<file path="src/rtl/ctrl_seq_if.sv">
// Control-sequencer port bundle: fetch/decode inputs toward the sequencer,
// bus select, control strobes and status back out of it.
interface ctrl_seq_if #(parameter int OP_W = 4);
    logic            run;
    logic [OP_W-1:0] opcode;
    logic            zf;
    logic            cf;
    logic [2:0]      bus_sel;
    logic            pc_inc;
    logic            pc_load;
    logic            mar_load;
    logic            ram_rd;
    logic            ram_wr;
    logic            ir_load;
    logic            a_load;
    logic            b_load;
    logic            out_load;
    logic            flags_load;
    logic            alu_sub;
    logic [2:0]      tstate;
    logic            halted;

    modport master (
        output run, opcode, zf, cf,
        input  bus_sel, pc_inc, pc_load, mar_load, ram_rd, ram_wr, ir_load,
               a_load, b_load, out_load, flags_load, alu_sub, tstate, halted
    );

    modport slave (
        input  run, opcode, zf, cf,
        output bus_sel, pc_inc, pc_load, mar_load, ram_rd, ram_wr, ir_load,
               a_load, b_load, out_load, flags_load, alu_sub, tstate, halted
    );
endinterface

</file>
<file path="src/rtl/ctrl_seq.sv">
// T-state microsequencer for a small accumulator CPU: T0..T4 plus HALT,
// with all strobes decoded combinationally from state, opcode and flags.
module ctrl_seq #(
    parameter int OP_W = 4
) (
    input  logic     clk,
    input  logic     rst,
    ctrl_seq_if.slave cs
);
    localparam logic [2:0] ST_T0   = 3'd0;
    localparam logic [2:0] ST_T1   = 3'd1;
    localparam logic [2:0] ST_T2   = 3'd2;
    localparam logic [2:0] ST_T3   = 3'd3;
    localparam logic [2:0] ST_T4   = 3'd4;
    localparam logic [2:0] ST_HALT = 3'd5;

    localparam logic [2:0] BUS_NONE = 3'd0;
    localparam logic [2:0] BUS_PC   = 3'd1;
    localparam logic [2:0] BUS_IR   = 3'd2;
    localparam logic [2:0] BUS_RAM  = 3'd3;
    localparam logic [2:0] BUS_A    = 3'd4;
    localparam logic [2:0] BUS_ALU  = 3'd5;

    localparam logic [OP_W-1:0] OP_LDA = OP_W'(1);
    localparam logic [OP_W-1:0] OP_ADD = OP_W'(2);
    localparam logic [OP_W-1:0] OP_SUB = OP_W'(3);
    localparam logic [OP_W-1:0] OP_STA = OP_W'(4);
    localparam logic [OP_W-1:0] OP_LDI = OP_W'(5);
    localparam logic [OP_W-1:0] OP_JMP = OP_W'(6);
    localparam logic [OP_W-1:0] OP_JC  = OP_W'(7);
    localparam logic [OP_W-1:0] OP_JZ  = OP_W'(8);
    localparam logic [OP_W-1:0] OP_OUT = OP_W'(14);
    localparam logic [OP_W-1:0] OP_HLT = OP_W'(15);

    logic [2:0] state_q, state_d;
    logic [2:0] bus_sel;
    logic pc_inc, pc_load, mar_load, ram_rd, ram_wr, ir_load;
    logic a_load, b_load, out_load, flags_load, alu_sub;

    always_comb begin
        state_d    = state_q;
        bus_sel    = BUS_NONE;
        pc_inc     = 1'b0;
        pc_load    = 1'b0;
        mar_load   = 1'b0;
        ram_rd     = 1'b0;
        ram_wr     = 1'b0;
        ir_load    = 1'b0;
        a_load     = 1'b0;
        b_load     = 1'b0;
        out_load   = 1'b0;
        flags_load = 1'b0;
        alu_sub    = 1'b0;
        case (state_q)
            ST_T0: begin
                if (cs.run) begin
                    mar_load = 1'b1;
                    bus_sel  = BUS_PC;
                    state_d  = ST_T1;
                end
            end
            ST_T1: begin
                ram_rd  = 1'b1;
                ir_load = 1'b1;
                pc_inc  = 1'b1;
                bus_sel = BUS_RAM;
                state_d = ST_T2;
            end
            ST_T2: begin
                state_d = ST_T0;
                case (cs.opcode)
                    OP_LDA, OP_ADD, OP_SUB, OP_STA: begin
                        mar_load = 1'b1;
                        bus_sel  = BUS_IR;
                        state_d  = ST_T3;
                    end
                    OP_LDI: begin
                        a_load  = 1'b1;
                        bus_sel = BUS_IR;
                    end
                    OP_JMP: begin
                        pc_load = 1'b1;
                        bus_sel = BUS_IR;
                    end
                    // Not-taken jumps leave the bus idle so nothing drives it pointlessly.
                    OP_JC: begin
                        pc_load = cs.cf;
                        bus_sel = cs.cf ? BUS_IR : BUS_NONE;
                    end
                    OP_JZ: begin
                        pc_load = cs.zf;
                        bus_sel = cs.zf ? BUS_IR : BUS_NONE;
                    end
                    OP_OUT: begin
                        out_load = 1'b1;
                        bus_sel  = BUS_A;
                    end
                    OP_HLT:  state_d = ST_HALT;
                    default: state_d = ST_T0;
                endcase
            end
            ST_T3: begin
                state_d = ST_T0;
                case (cs.opcode)
                    OP_LDA: begin
                        ram_rd  = 1'b1;
                        a_load  = 1'b1;
                        bus_sel = BUS_RAM;
                    end
                    OP_ADD, OP_SUB: begin
                        ram_rd  = 1'b1;
                        b_load  = 1'b1;
                        bus_sel = BUS_RAM;
                        state_d = ST_T4;
                    end
                    OP_STA: begin
                        ram_wr  = 1'b1;
                        bus_sel = BUS_A;
                    end
                    default: state_d = ST_T0;
                endcase
            end
            ST_T4: begin
                state_d = ST_T0;
                if (cs.opcode == OP_ADD || cs.opcode == OP_SUB) begin
                    a_load     = 1'b1;
                    flags_load = 1'b1;
                    alu_sub    = (cs.opcode == OP_SUB);
                    bus_sel    = BUS_ALU;
                end
            end
            ST_HALT: state_d = ST_HALT;
            default: state_d = ST_T0;
        endcase
    end

    always_ff @(posedge clk or posedge rst) begin
        if (rst) state_q <= ST_T0;
        else     state_q <= state_d;
    end

    // Reset gates the decode directly so strobes drop without waiting for a clock.
    assign cs.bus_sel    = rst ? BUS_NONE : bus_sel;
    assign cs.pc_inc     = pc_inc     & ~rst;
    assign cs.pc_load    = pc_load    & ~rst;
    assign cs.mar_load   = mar_load   & ~rst;
    assign cs.ram_rd     = ram_rd     & ~rst;
    assign cs.ram_wr     = ram_wr     & ~rst;
    assign cs.ir_load    = ir_load    & ~rst;
    assign cs.a_load     = a_load     & ~rst;
    assign cs.b_load     = b_load     & ~rst;
    assign cs.out_load   = out_load   & ~rst;
    assign cs.flags_load = flags_load & ~rst;
    assign cs.alu_sub    = alu_sub    & ~rst;
    assign cs.halted     = (state_q == ST_HALT);
    assign cs.tstate     = (state_q == ST_HALT) ? ST_T0 : state_q;
endmodule

</file>
<file path="src/flat_wrapper.sv">
// flat-port wrapper written by rule: the top's interface ports become plain ports
module ctrl_seq_flat 
#(
    parameter int OP_W = 4
)
  (clk, rst, cs_run, cs_opcode, cs_zf, cs_cf, cs_bus_sel, cs_pc_inc, cs_pc_load, cs_mar_load, cs_ram_rd, cs_ram_wr, cs_ir_load, cs_a_load, cs_b_load, cs_out_load, cs_flags_load, cs_alu_sub, cs_tstate, cs_halted);
  ctrl_seq_if #(.OP_W(OP_W)) cs_i ();
  input  logic clk;
  input  logic rst;
  input wire logic [$bits(cs_i.run)-1:0] cs_run;
  input wire logic [$bits(cs_i.opcode)-1:0] cs_opcode;
  input wire logic [$bits(cs_i.zf)-1:0] cs_zf;
  input wire logic [$bits(cs_i.cf)-1:0] cs_cf;
  output wire logic [$bits(cs_i.bus_sel)-1:0] cs_bus_sel;
  output wire logic [$bits(cs_i.pc_inc)-1:0] cs_pc_inc;
  output wire logic [$bits(cs_i.pc_load)-1:0] cs_pc_load;
  output wire logic [$bits(cs_i.mar_load)-1:0] cs_mar_load;
  output wire logic [$bits(cs_i.ram_rd)-1:0] cs_ram_rd;
  output wire logic [$bits(cs_i.ram_wr)-1:0] cs_ram_wr;
  output wire logic [$bits(cs_i.ir_load)-1:0] cs_ir_load;
  output wire logic [$bits(cs_i.a_load)-1:0] cs_a_load;
  output wire logic [$bits(cs_i.b_load)-1:0] cs_b_load;
  output wire logic [$bits(cs_i.out_load)-1:0] cs_out_load;
  output wire logic [$bits(cs_i.flags_load)-1:0] cs_flags_load;
  output wire logic [$bits(cs_i.alu_sub)-1:0] cs_alu_sub;
  output wire logic [$bits(cs_i.tstate)-1:0] cs_tstate;
  output wire logic [$bits(cs_i.halted)-1:0] cs_halted;
  assign cs_i.run = cs_run;
  assign cs_i.opcode = cs_opcode;
  assign cs_i.zf = cs_zf;
  assign cs_i.cf = cs_cf;
  assign cs_bus_sel = cs_i.bus_sel;
  assign cs_pc_inc = cs_i.pc_inc;
  assign cs_pc_load = cs_i.pc_load;
  assign cs_mar_load = cs_i.mar_load;
  assign cs_ram_rd = cs_i.ram_rd;
  assign cs_ram_wr = cs_i.ram_wr;
  assign cs_ir_load = cs_i.ir_load;
  assign cs_a_load = cs_i.a_load;
  assign cs_b_load = cs_i.b_load;
  assign cs_out_load = cs_i.out_load;
  assign cs_flags_load = cs_i.flags_load;
  assign cs_alu_sub = cs_i.alu_sub;
  assign cs_tstate = cs_i.tstate;
  assign cs_halted = cs_i.halted;
  ctrl_seq #(.OP_W(OP_W)) u_core (.clk(clk), .rst(rst), .cs(cs_i));
endmodule
</file>
<file path="config.mk">
export PLATFORM = sky130hd
export DESIGN_NAME = ctrl_seq_flat
export DESIGN_NICKNAME = d
export VERILOG_FILES = /design/src/rtl/ctrl_seq_if.sv /design/src/rtl/ctrl_seq.sv /design/src/flat_wrapper.sv
export SDC_FILE = /design/constraint.sdc
export NUM_CORES = 1
export LEC_CHECK = 0
export ABC_AREA = 1
export CAP_MARGIN = 20
export CORE_AREA = 2 2 39 41
export CTS_CLUSTER_DIAMETER = 100
export DETAILED_ROUTE_END_ITERATION = 10
export DIE_AREA = 0 0 41 43
export GPL_ROUTABILITY_DRIVEN = 0
export HOLD_SLACK_MARGIN = 0.02
export PLACE_DENSITY = 0.8
export SYNTH_ARGS = -nofsm -noshare
export SYNTH_HDL_FRONTEND = slang
export SYNTH_SLANG_ARGS = --single-unit
</file>
<file path="constraint.sdc">
create_clock -name clk -period 2.1 [get_ports clk]
set_input_delay 0.525 -clock clk [delete_from_list [all_inputs] [get_ports clk]]
set_output_delay 0.525 -clock clk [all_outputs]
set_load 0.05 [all_outputs]
</file>
; Yosys cells after proc, flatten, opt, wreduce, memory -nomap -nowiden
; Cells that the tools add are included.
[word_totals]
regBits = 3
output_inout_bits = 18
word_cells = 68
[classes]
eq_ne = 16
n_mux = 34
bitwise = 11
reduce_logical = 6
[ops]
columns = cell, count
row1 = $pmux W3 S5, 2
row2 = $mux W1, 18
row3 = $eq A4 B3 Y1 const B, 4
row4 = $mux W3, 5
row5 = $eq A4 B4 Y1 const B, 3
row6 = $pmux W3 S2, 2
row7 = $pmux W3 S4, 1
row8 = $and A1 B1 Y1, 10
row9 = $eq A4 B2 Y1 const B, 2
row10 = $eq A3 B2 Y1 const B, 2
row11 = $eq A3 B3 Y1 const B, 2
row12 = $pmux W1 S3, 2
row13 = $reduce_or A6 Y1, 1
row14 = $eq A4 B1 Y1 const B, 1
row15 = $mux W2, 2
row16 = $pmux W1 S2, 2
row17 = $reduce_or A4 Y1, 1
row18 = $eq A3 B1 Y1 const B, 1
row19 = $logic_not A3 Y1, 1
row20 = $reduce_or A3 Y1, 1
row21 = $ne A2 B2 Y1 const B, 1
row22 = $reduce_or A2 Y1, 1
row23 = $logic_or A1 B1 Y1, 1
row24 = $not A1 Y1, 1

; Depth between registers and ports, before layout
; Gate-level depths: netlist (run 1).
[depth]
depth_word = 5
depth_mapped = 7
mapped_depth_nobuf = 7

; Worst setup path after synthesis (run 1)
; Ideal clock, no wire load.
[synth_timing]
path_kind = input-to-output
from = input cs_opcode[3]
to = output cs_alu_sub
t_arrival_ns = 1.977
required_ns = 1.575
slack_ns = -0.402
cell_stages = 3
n_path_buf = 0
cell_sequence = nor2_1 > nand4_1 > nor3_1
[synth_via]
elab_chain_cells = 5
[synth_rtl]
columns = element, line_no
row1 = from (decl), flat_wrapper.sv:11  ; input wire logic [$bits(cs_i.opcode)-1:0] cs_opcode;
row2 = $eq A4 B2 Y1 (on tied branches), "ctrl_seq.sv:125, ctrl_seq.sv:128"
row3 = $logic_or A1 B1 Y1, ctrl_seq.sv:125  ; if (cs.opcode == OP_ADD || cs.opcode == OP_SUB) begin
row4 = $mux W1 (*), ctrl_seq.sv:125
row5 = $mux W1 (*), ctrl_seq.sv:54  ; case (state_q)
row6 = $and A1 B1 Y1 (*), ctrl_seq.sv:154  ; assign cs.alu_sub = alu_sub & ~rst;
row7 = to (decl), flat_wrapper.sv:25  ; output wire logic [$bits(cs_i.alu_sub)-1:0] cs_alu_sub;
; Mark *: on every way between the ends. The rest lies on a longest branch, timed or not.

; Worst setup path in the final report (run 1)
[layout_timing]
from = register u_core.state_q[1]
to = output cs_bus_sel[1]
[layout_via]
elab_chain_cells = 3
[layout_rtl]
columns = element, line_no
row1 = from (decl), ctrl_seq.sv:35  ; logic [2:0] state_q, state_d;
row2 = from (signal assigned), ctrl_seq.sv:139  ; else state_q <= state_d;
row3 = $eq A3 B3 Y1 (tied with other cells), ctrl_seq.sv:54
row4 = $pmux W3 S5 (*), ctrl_seq.sv:54
row5 = $mux W3 (*), ctrl_seq.sv:143  ; assign cs.bus_sel = rst ? BUS_NONE : bus_sel;
row6 = to (decl), flat_wrapper.sv:14  ; output wire logic [$bits(cs_i.bus_sel)-1:0] cs_bus_sel;
; Marks and branches as above.

==> results.json, run 1 <==
{
  "status": "complete, but fails checks",
  "violations": "setup timing",
  "drive_above_1_share_pct": 63.4,
  "wirelength_um": 2430,
  "grt_pass1_vias": 827,
  "rsz0062_at_grt": "yes",
  "critPathMaxStageDelay_ps": 430,
  "cp_slowest_cell": "dfrtp_2",
  "startpoint_type": "register",
  "cts_buffers": 3,
  "p_total_mw": 1.10,
  "drc": 0,
  "root_buffer": "clkbuf_4",
  "largest_register_ff_count": 3,
  "slew_headroom_pct": 67.4,
  "fmax_mhz": 468,
  "hold_path.class": "input port to async pin",
  "worstPathMaxFanout": 6,
  "vias_per_cell": 5.66,
  "overflow": 0,
  "drt_pre_antenna_iters": 4,
  "hold_violations": 0,
  "cp_top_family": "flip-flops",
  "n_fill_cell": 77,
  "die_height_um": 43,
  "power_leakage_nw": 0.616,
  "synthCells": 84,
  "clk_path_buf_depth": 2,
  "period_share_pct": 102,
  "core_um2": 1380,
  "reg2reg_to": "u_core.state_q[0]$_DFFE_PP0P_",
  "io_pins": 27,
  "cts.sinks": 3,
  "crit_path_end_kind": "primary output",
  "layout_setup_ws_ps": -38.6,
  "avgSynthCellArea_um2": 5.51,
  "grt_usage_pct": 31.2,
  "synth_nets": 93,
  "grt_max_degree": 8,
  "cp.required_ps": 1570,
  "floorplan.initialDensity_pct": 33.5,
  "slew_viol_final": 0,
  "dieArea_um2": 1760,
  "power.density_nw_per_um2": 913,
  "regMostFlops": "u_core.state_q",
  "vdd_drop_max_mv": 0.539,
  "ff2ff_path_depth": 8,
  "setup_viol": 1,
  "antenna_found_initial": 0,
  "drtAntennaViolNets": 0,
  "utilization_pct": 87.2,
  "arrival_ps": 1610,
  "worstPathCellList": "inv_4, nor3_4, buf_6, inv_2, o21bai_4, a21oi_2, buf_12",
  "clock_skew_ps": 4.68,
  "grt_first_pass_wirelength_um": 3660,
  "fp.dieW_um": 41,
  "dp_hpwl_um": 1400,
  "vias": 832,
  "max_slew.worst_pin.slew_ps": 488,
  "path_buf_inv": 4,
  "ys_seq_elements": 3,
  "min_period_ps": 2140,
  "placed_cell_area_um2": 1030,
  "insertion_delay_ps": 240,
  "wl_per_cell_um": 16.5,
  "port_buffers": 26,
  "cts_tree": "done",
  "drt_iter0_drc": 30,
  "critPathKind": "register to primary output",
  "antennaDiodeCount": 0,
  "mostFrequentLayoutCells": "17 x buf_12, 17 x buf_4, 11 x nand2_1",
  "ys_warn_count": 0,
  "syn2layout_area_growth_pct": 161,
  "ys_seq_area_share_pct": 16.2,
  "yosysUniqueCellTypes": 21,
  "final_nets": 141,
  "r2r_setup_slack_ps": 730,
  "htreeDepth": 1,
  "drv_cap": 0,
  "r2r-start": "u_core.state_q[1]$_DFFE_PP0P_",
  "clk_pin_slew_ps": 40,
  "reg_top3": "u_core.state_q x3",
  "stdcell_area_um2": 1210,
  "rows": 14,
  "syn-cell-area_um2": 463
}
report_power, final:
| part | internal, mW | switching [mW] |
|---|---|---|
| registers | 0.0818 | 0.0525 |
| logic | 0.366 | 0.492 |
| clock network | 0.0717 | 0.0369 |
repair_timing:
action,in CTS,in global routing
hold buffers,0,0
gates resized for setup,30,31
hold endpoints to repair,0,0
setup buffers,3,2
setup endpoints to repair,14,12
pin swaps,10,11
synth_stat cells (all sizes together):
cell type	instances	area, um^2
a21boi	1	11.3
a21oi	3	18.8
a31oi	1	6.26
buf	1	7.51
clkbuf	1	3.75
dfrtp	3	75.1
dlygate4sd1	1	8.76
inv	19	71.3
nand2	13	48.8
nand3	12	60.1
nand4	2	18.8
nor2	20	77.6
nor3	4	31.3
o211ai	1	7.51
o21ai	1	8.76
o21bai	1	7.51
logic make-up (layout without fill, tap and decap cells):
logic type,Yosys count,count (layout),synth area share [%]
AOI/OAI and AO/OA,8,8,13.0
and+or+nand+nor,51,51,51.1
buffers and inverters,22,69,19.7
DFF,3,3,16.2
worst max path at each step:
stage	from	endpoint	slack, ps	cells after the start
2_1_floorplan	cs_opcode[3]	cs_alu_sub	-30	3
3_3_place_gp	cs_opcode[2]	cs_bus_sel[1]	-330	8
3_5_place_dp	cs_opcode[2]	cs_bus_sel[1]	-390	8
4_1_cts	u_core.state_q[1]$_DFFE_PP0P_	cs_bus_sel[1]	-30	6
5_1_grt	u_core.state_q[1]$_DFFE_PP0P_	cs_bus_sel[1]	-90	7
6_report	u_core.state_q[1]$_DFFE_PP0P_	cs_bus_sel[1]	-40	7
through the flow:
| stage | worst slack, ps | setup TNS, ps | std cells | hold slack [ps] |
|---|---|---|---|---|
| after floorplan | -33.9 | -42.6 | 84 | 304 |
| final | -38.6 | -38.6 | 147 | 503 |
| after CTS | -26.8 | -43.4 | 145 | 750 |
| after global placement | -332 | -3180 | 138 | 710 |
| after detailed placement | -391 | -3660 | 138 | 730 |
| after global routing | -90.5 | -175 | 147 | 519 |
per-layer routing:
metal / GRT usage [%] / part of all wire (%)
met1: 33.3 / 35
met2: 47.8 / 51
met3: 11.5 / 8.1
met4: 21.3 / 5.7
met5: 0 / 0
layout make-up:
| class | count | area, um^2 | area share, % |
|---|---|---|---|
| sequential | 3 | 77.6 | 6.43 |
| tap | 16 | 20.0 | 1.66 |
| timing repair buffer | 46 | 578 | 47.9 |
| inverter | 19 | 73.8 | 6.12 |
| clock buffer | 4 | 26.3 | 2.18 |
| multi-input combinational | 59 | 430 | 35.7 |
tightest hold or removal path, stage by stage:
cell            delay, ps
dlymetal6s2s_1        200
inv_1                 180
buf_4                 160
Note: power is estimated with default switching activity, not from simulation.
==> inputs of run 2 (changes only) <==
--- a/config.mk
+++ b/config.mk
@@ -6,7 +6,6 @@
 export NUM_CORES = 1
 export LEC_CHECK = 0
 export ABC_AREA = 1
-export CAP_MARGIN = 20
 export CORE_AREA = 2 2 39 41
 export CTS_CLUSTER_DIAMETER = 100
 export DETAILED_ROUTE_END_ITERATION = 10
@@ -14,6 +13,7 @@
 export GPL_ROUTABILITY_DRIVEN = 0
 export HOLD_SLACK_MARGIN = 0.02
 export PLACE_DENSITY = 0.8
+export REMOVE_ABC_BUFFERS = 1
 export SYNTH_ARGS = -nofsm -noshare
 export SYNTH_HDL_FRONTEND = slang
 export SYNTH_SLANG_ARGS = --single-unit
==> results.json, run 2 (synthesis gave the netlist of run 1 again) <==
{
  "clock_skew_ps": 5.69,
  "cp.required_ps": 1570,
  "arrival_ps": 1630,
  "drtAntennaViolNets": 0,
  "dieArea_um2": 1760,
  "cp_top_family": "simple AND/OR/NAND/NOR gates",
  "setup_viol": 6,
  "drv_cap": 0,
  "vias": 777,
  "critPathKind": "register to primary output",
  "drive_above_1_share_pct": 57.6,
  "violations": "setup timing",
  "cts_tree": "done",
  "wirelength_um": 2200,
  "io_pins": 27,
  "clk_path_buf_depth": 2,
  "cts_hold_buf": 0,
  "largest_register_ff_count": 3,
  "hold_violations": 0,
  "htreeDepth": 1,
  "power_leakage_nw": 0.601,
  "drc": 0,
  "vias_per_cell": 5.25,
  "rows": 14,
  "path_buf_inv": 2,
  "mostFrequentLayoutCells": "21 x buf_4, 17 x buf_12, 12 x nand2_1, 12 x nor2_1, 11 x nand3_1",
  "cts_buffers": 3,
  "core_um2": 1380,
  "antenna_found_initial": 0,
  "syn2layout_area_growth_pct": 149,
  "worstPathCellList": "nor3_4, nand3_1, nand3_1, nand2_1, inv_2, buf_12",
  "drt_iter0_drc": 24,
  "insertion_delay_ps": 250,
  "cts.sinks": 3,
  "period_share_pct": 102,
  "slew_headroom_pct": 66.7,
  "clk_pin_slew_ps": 40,
  "max_slew.worst_pin.slew_ps": 498,
  "tns_ps": -174,
  "die_height_um": 43,
  "regMostFlops": "u_core.state_q",
  "port_buffers": 26,
  "crit_path_end_kind": "primary output",
  "reg_top3": "u_core.state_q x3",
  "whs_ps": 579,
  "layout_setup_ws_ps": -52.1,
  "fp.dieW_um": 41,
  "root_buffer": "clkbuf_4",
  "dp_hpwl_um": 1250,
  "n_fill_cell": 86,
  "cp_common_cell": "nand3_1",
  "antennaDiodeCount": 0,
  "final_nets": 142,
  "drt_pre_antenna_iters": 4,
  "fmax_mhz": 465,
  "grt_pass1_vias": 720,
  "worstPathMaxFanout": 6,
  "grt_max_degree": 9,
  "overflow": 0,
  "cp_slowest_cell": "dfrtp_2",
  "power.density_nw_per_um2": 940,
  "wl_per_cell_um": 14.9,
  "min_period_ps": 2150,
  "floorplan.initialDensity_pct": 33.5,
  "slew_viol_final": 0,
  "hold_path.class": "input port to register",
  "startpoint_type": "register",
  "rsz0062_at_grt": "yes",
  "grt_usage_pct": 25.9,
  "vdd_drop_max_mv": 0.747,
  "status": "complete, but fails checks",
  "layout_commonest_cell": "buf_4",
  "critPathMaxStageDelay_ps": 450,
  "grt_first_pass_wirelength_um": 3030
}
run 2: cell type report:
class	instances	area [um^2]	area share, %
timing repair buffer	47	569	49.3
sequential	3	77.6	6.72
clock buffer	4	26.3	2.28
multi-input combinational	59	389	33.7
inverter	19	71.3	6.18
tap	16	20.0	1.74
run 2: worst paths after layout:
| kind | startpoint | to | slack (ps) | cells past startpoint |
|---|---|---|---|---|
| max reg2reg | u_core.state_q[0]$_DFFE_PP0P_ | u_core.state_q[0]$_DFFE_PP0P_ | 580 | 7 |
| min in group asynchronous | rst | u_core.state_q[1]$_DFFE_PP0P_ | 650 | 3 |
| max | u_core.state_q[0]$_DFFE_PP0P_ | cs_a_load | -50 | 6 |
| min reg2reg | u_core.state_q[2]$_DFFE_PP0P_ | u_core.state_q[2]$_DFFE_PP0P_ | 690 | 2 |
| max in group asynchronous | rst | u_core.state_q[0]$_DFFE_PP0P_ | 1340 | 3 |
| min | cs_run | u_core.state_q[0]$_DFFE_PP0P_ | 580 | 3 |
run 2: metal layers:
layer | up-vias | track usage (%) | part of all wire [%]
met5 | - | 0 | 0
met4 | 0 | 14.0 | 3.9
met3 | 10 | 6.28 | 6.7
met2 | 49 | 43.1 | 53
met1 | 353 | 27.9 | 36
li1 | 365 | - | -
run 2: report_power, final:
group | switching (mW) | leakage, nW | internal, mW | total [mW]
sequential | 0.0390 | 0.0361 | 0.0807 | 0.120
clock | 0.0377 | 0.0150 | 0.0717 | 0.109
combinational | 0.468 | 0.550 | 0.387 | 0.856
run 2: per-stage QoR:
| step | utilization (%) | std cells | setup slack [ps] | instance area [um^2] | power [mW] |
|---|---|---|---|---|---|
| finish | 83.4 | 148 | -52.1 | 1150 | 1.08 |
| global route | 83.4 | 148 | -121 | 1150 | 1.13 |
| CTS | 79.5 | 144 | -12.2 | 1100 | 0.997 |
| detailed placement | 71.1 | 135 | -405 | 983 | 0.815 |
| global placement | 71.1 | 135 | -354 | 983 | 0.802 |
| floorplan | - | 81 | -550 | 443 | 0.487 |
run 2: timing repair:
item	in CTS	in global routing
setup buffers	5	4
pin swaps	12	7
resized for setup	32	18
endpoints found under the setup margin	14	13
run 2: worst reg2reg max path: cells and delay by family, from the launching register on:
kind | cells | cell delay (ps)
buf+inv | 3 | 350
simple gates | 3 | 500
flops | 1 | 450
compound gates | 1 | 140
==> inputs of run 3 (changes only) <==
--- a/config.mk
+++ b/config.mk
@@ -7,12 +7,14 @@
 export LEC_CHECK = 0
 export ABC_AREA = 1
 export CORE_AREA = 2 2 39 41
+export CTS_BUF_LIST = sky130_fd_sc_hd__clkbuf_8
 export CTS_CLUSTER_DIAMETER = 100
 export DETAILED_ROUTE_END_ITERATION = 10
 export DIE_AREA = 0 0 41 43
 export GPL_ROUTABILITY_DRIVEN = 0
 export HOLD_SLACK_MARGIN = 0.02
 export PLACE_DENSITY = 0.8
+export RECOVER_POWER = 100
 export REMOVE_ABC_BUFFERS = 1
 export SYNTH_ARGS = -nofsm -noshare
 export SYNTH_HDL_FRONTEND = slang
==> results.json, run 3 (synthesis gave the netlist of run 1 again) <==
{
  "busiest_layer": "met2",
  "slew_headroom_pct": 66.4,
  "reg_top3": "u_core.state_q x3",
  "grt_use_met2_pct": 40.9,
  "period_share_pct": 100,
  "arrival_ps": 1580,
  "rsz0062_at_grt": "yes",
  "drv_cap": 0,
  "tns_ps": -5.57,
  "antennaDiodeCount": 0,
  "cp.required_ps": 1570,
  "port_buffers": 26,
  "setup_viol": 1,
  "grt_first_pass_wirelength_um": 2990,
  "layout_setup_ws_ps": -5.57,
  "drt_iter0_drc": 23,
  "clk_path_buf_depth": 2,
  "io_pins": 27,
  "startpoint_type": "register",
  "grt_use_met1_pct": 27.3,
  "cts_tree": "done",
  "ff2ff_path_depth": 6,
  "cts_buffers": 3,
  "fp.dieW_um": 41,
  "startpoint": "u_core.state_q[0]$_DFFE_PP0P_",
  "antenna_found_initial": 0,
  "dieArea_um2": 1760,
  "drt_pre_antenna_iters": 4,
  "max_slew.worst_pin.slew_ps": 502,
  "grt_max_degree": 9,
  "p_total_mw": 1.14,
  "layout_commonest_cell": "buf_12",
  "mostFrequentLayoutCells": "17 x buf_12, 16 x buf_4, 12 x inv_1, 12 x nand3_1",
  "vias_per_cell": 5.13,
  "final_nets": 140,
  "vias": 749,
  "fmax_mhz": 475,
  "hold_path.class": "input port to register",
  "insertion_delay_ps": 220,
  "critPathKind": "register to primary output",
  "r2r_setup_slack_ps": 730,
  "cts.sinks": 3,
  "overflow": 0,
  "power.density_nw_per_um2": 963,
  "status": "complete, but fails checks",
  "wl_per_cell_um": 13.8,
  "crit_path_end_kind": "primary output",
  "drc": 0,
  "regMostFlops": "u_core.state_q",
  "worstPathMaxFanout": 6,
  "hold_violations": 0,
  "slew_viol_final": 0,
  "root_buffer": "clkbuf_8",
  "clk_pin_slew_ps": 30,
  "wirelength_um": 2010,
  "r2r-start": "u_core.state_q[0]$_DFFE_PP0P_",
  "grt_pass1_vias": 737,
  "worstSetupEndpoint": "cs_bus_sel[1]",
  "syn2layout_area_growth_pct": 155,
  "drtAntennaViolNets": 0,
  "core_um2": 1380,
  "htreeDepth": 1,
  "reg2reg_to": "u_core.state_q[0]$_DFFE_PP0P_",
  "power_leakage_nw": 0.597,
  "rows": 14,
  "vdd_drop_max_mv": 0.928,
  "clock_skew_ps": 2.02,
  "die_height_um": 43,
  "largest_register_ff_count": 3,
  "min_period_ps": 2110,
  "drive_above_1_share_pct": 57.7,
  "violations": "setup timing",
  "floorplan.initialDensity_pct": 33.5,
  "grt.met3_usage_pct": 4.71,
  "dp_hpwl_um": 1250,
  "utilization_pct": 85.4,
  "grt_usage_pct": 25.4
}
## run 3: changes by cell type in the layout (fill, tap and decap cells not counted), sizes merged
cell	delta
clkdlybuf4s50	+1
clkdlybuf4s15	+1
buf	-4
dlymetal6s2s	-1
inv	+1
## run 3: area by class of cell
class	instances	area (um^2)
Fill cell	72	201
Clock buffer	3	41.3
Tap cell	16	20.0
Clock inverter	1	3.75
Multi-Input combinational cell	59	407
Sequential cell	3	77.6
Timing Repair Buffer	45	562
Inverter	19	71.3
## run 3: power by group
group          switching [mW]  total (mW)  internal, mW
Sequential             0.0436       0.126        0.0820
Clock                  0.0440       0.169         0.125
Combinational           0.461       0.844         0.382
Total                   0.549        1.14         0.589
## run 3: routing by layer
| layer | share of wire [%] | wire length [um] |
|---|---|---|
| met2 | 53 | 1070 |
| met1 | 37 | 747 |
| met3 | 5.6 | 112 |
| met4 | 4.0 | 80 |
| met5 | 0 | 0 |
## run 3: worst min-delay path by stage
stage,startpoint,endpoint,cells past startpoint
global route,cs_run,u_core.state_q[0]$_DFFE_PP0P_,3
detailed placement,u_core.state_q[2]$_DFFE_PP0P_,u_core.state_q[2]$_DFFE_PP0P_,2
CTS,rst,u_core.state_q[1]$_DFFE_PP0P_,3
finish,cs_run,u_core.state_q[0]$_DFFE_PP0P_,3
floorplan,rst,u_core.state_q[0]$_DFFE_PP0P_,1
global placement,u_core.state_q[2]$_DFFE_PP0P_,u_core.state_q[2]$_DFFE_PP0P_,2
## run 3: repair_timing
action / CTS / global route
pin swaps: 12 / 8
hold buffers: 0 / 0
setup buffers: 4 / 3
gates resized for setup: 30 / 24
setup endpoints to repair: 14 / 12
gates cloned: 0 / 0
## run 3: per-stage QoR
step | setup slack, ps | hold WS [ps] | instances | instance area, um^2
2_1_floorplan | -550 | 304 | 81 | 443
3_5_place_dp | -405 | 707 | 135 | 983
4_1_cts | 2.81 | 641 | 143 | 1100
5_1_grt | -86.3 | 652 | 146 | 1180
3_3_place_gp | -354 | 691 | 135 | 983
6_report | -5.57 | 610 | 146 | 1180
## run 3: worst max-delay path: stages, from the launching register on
cell and delay [ps]:
dfrtp_2 460, nor3_4 350, inv_2 50, o21bai_4 170, a21oi_2 170, buf_12 150
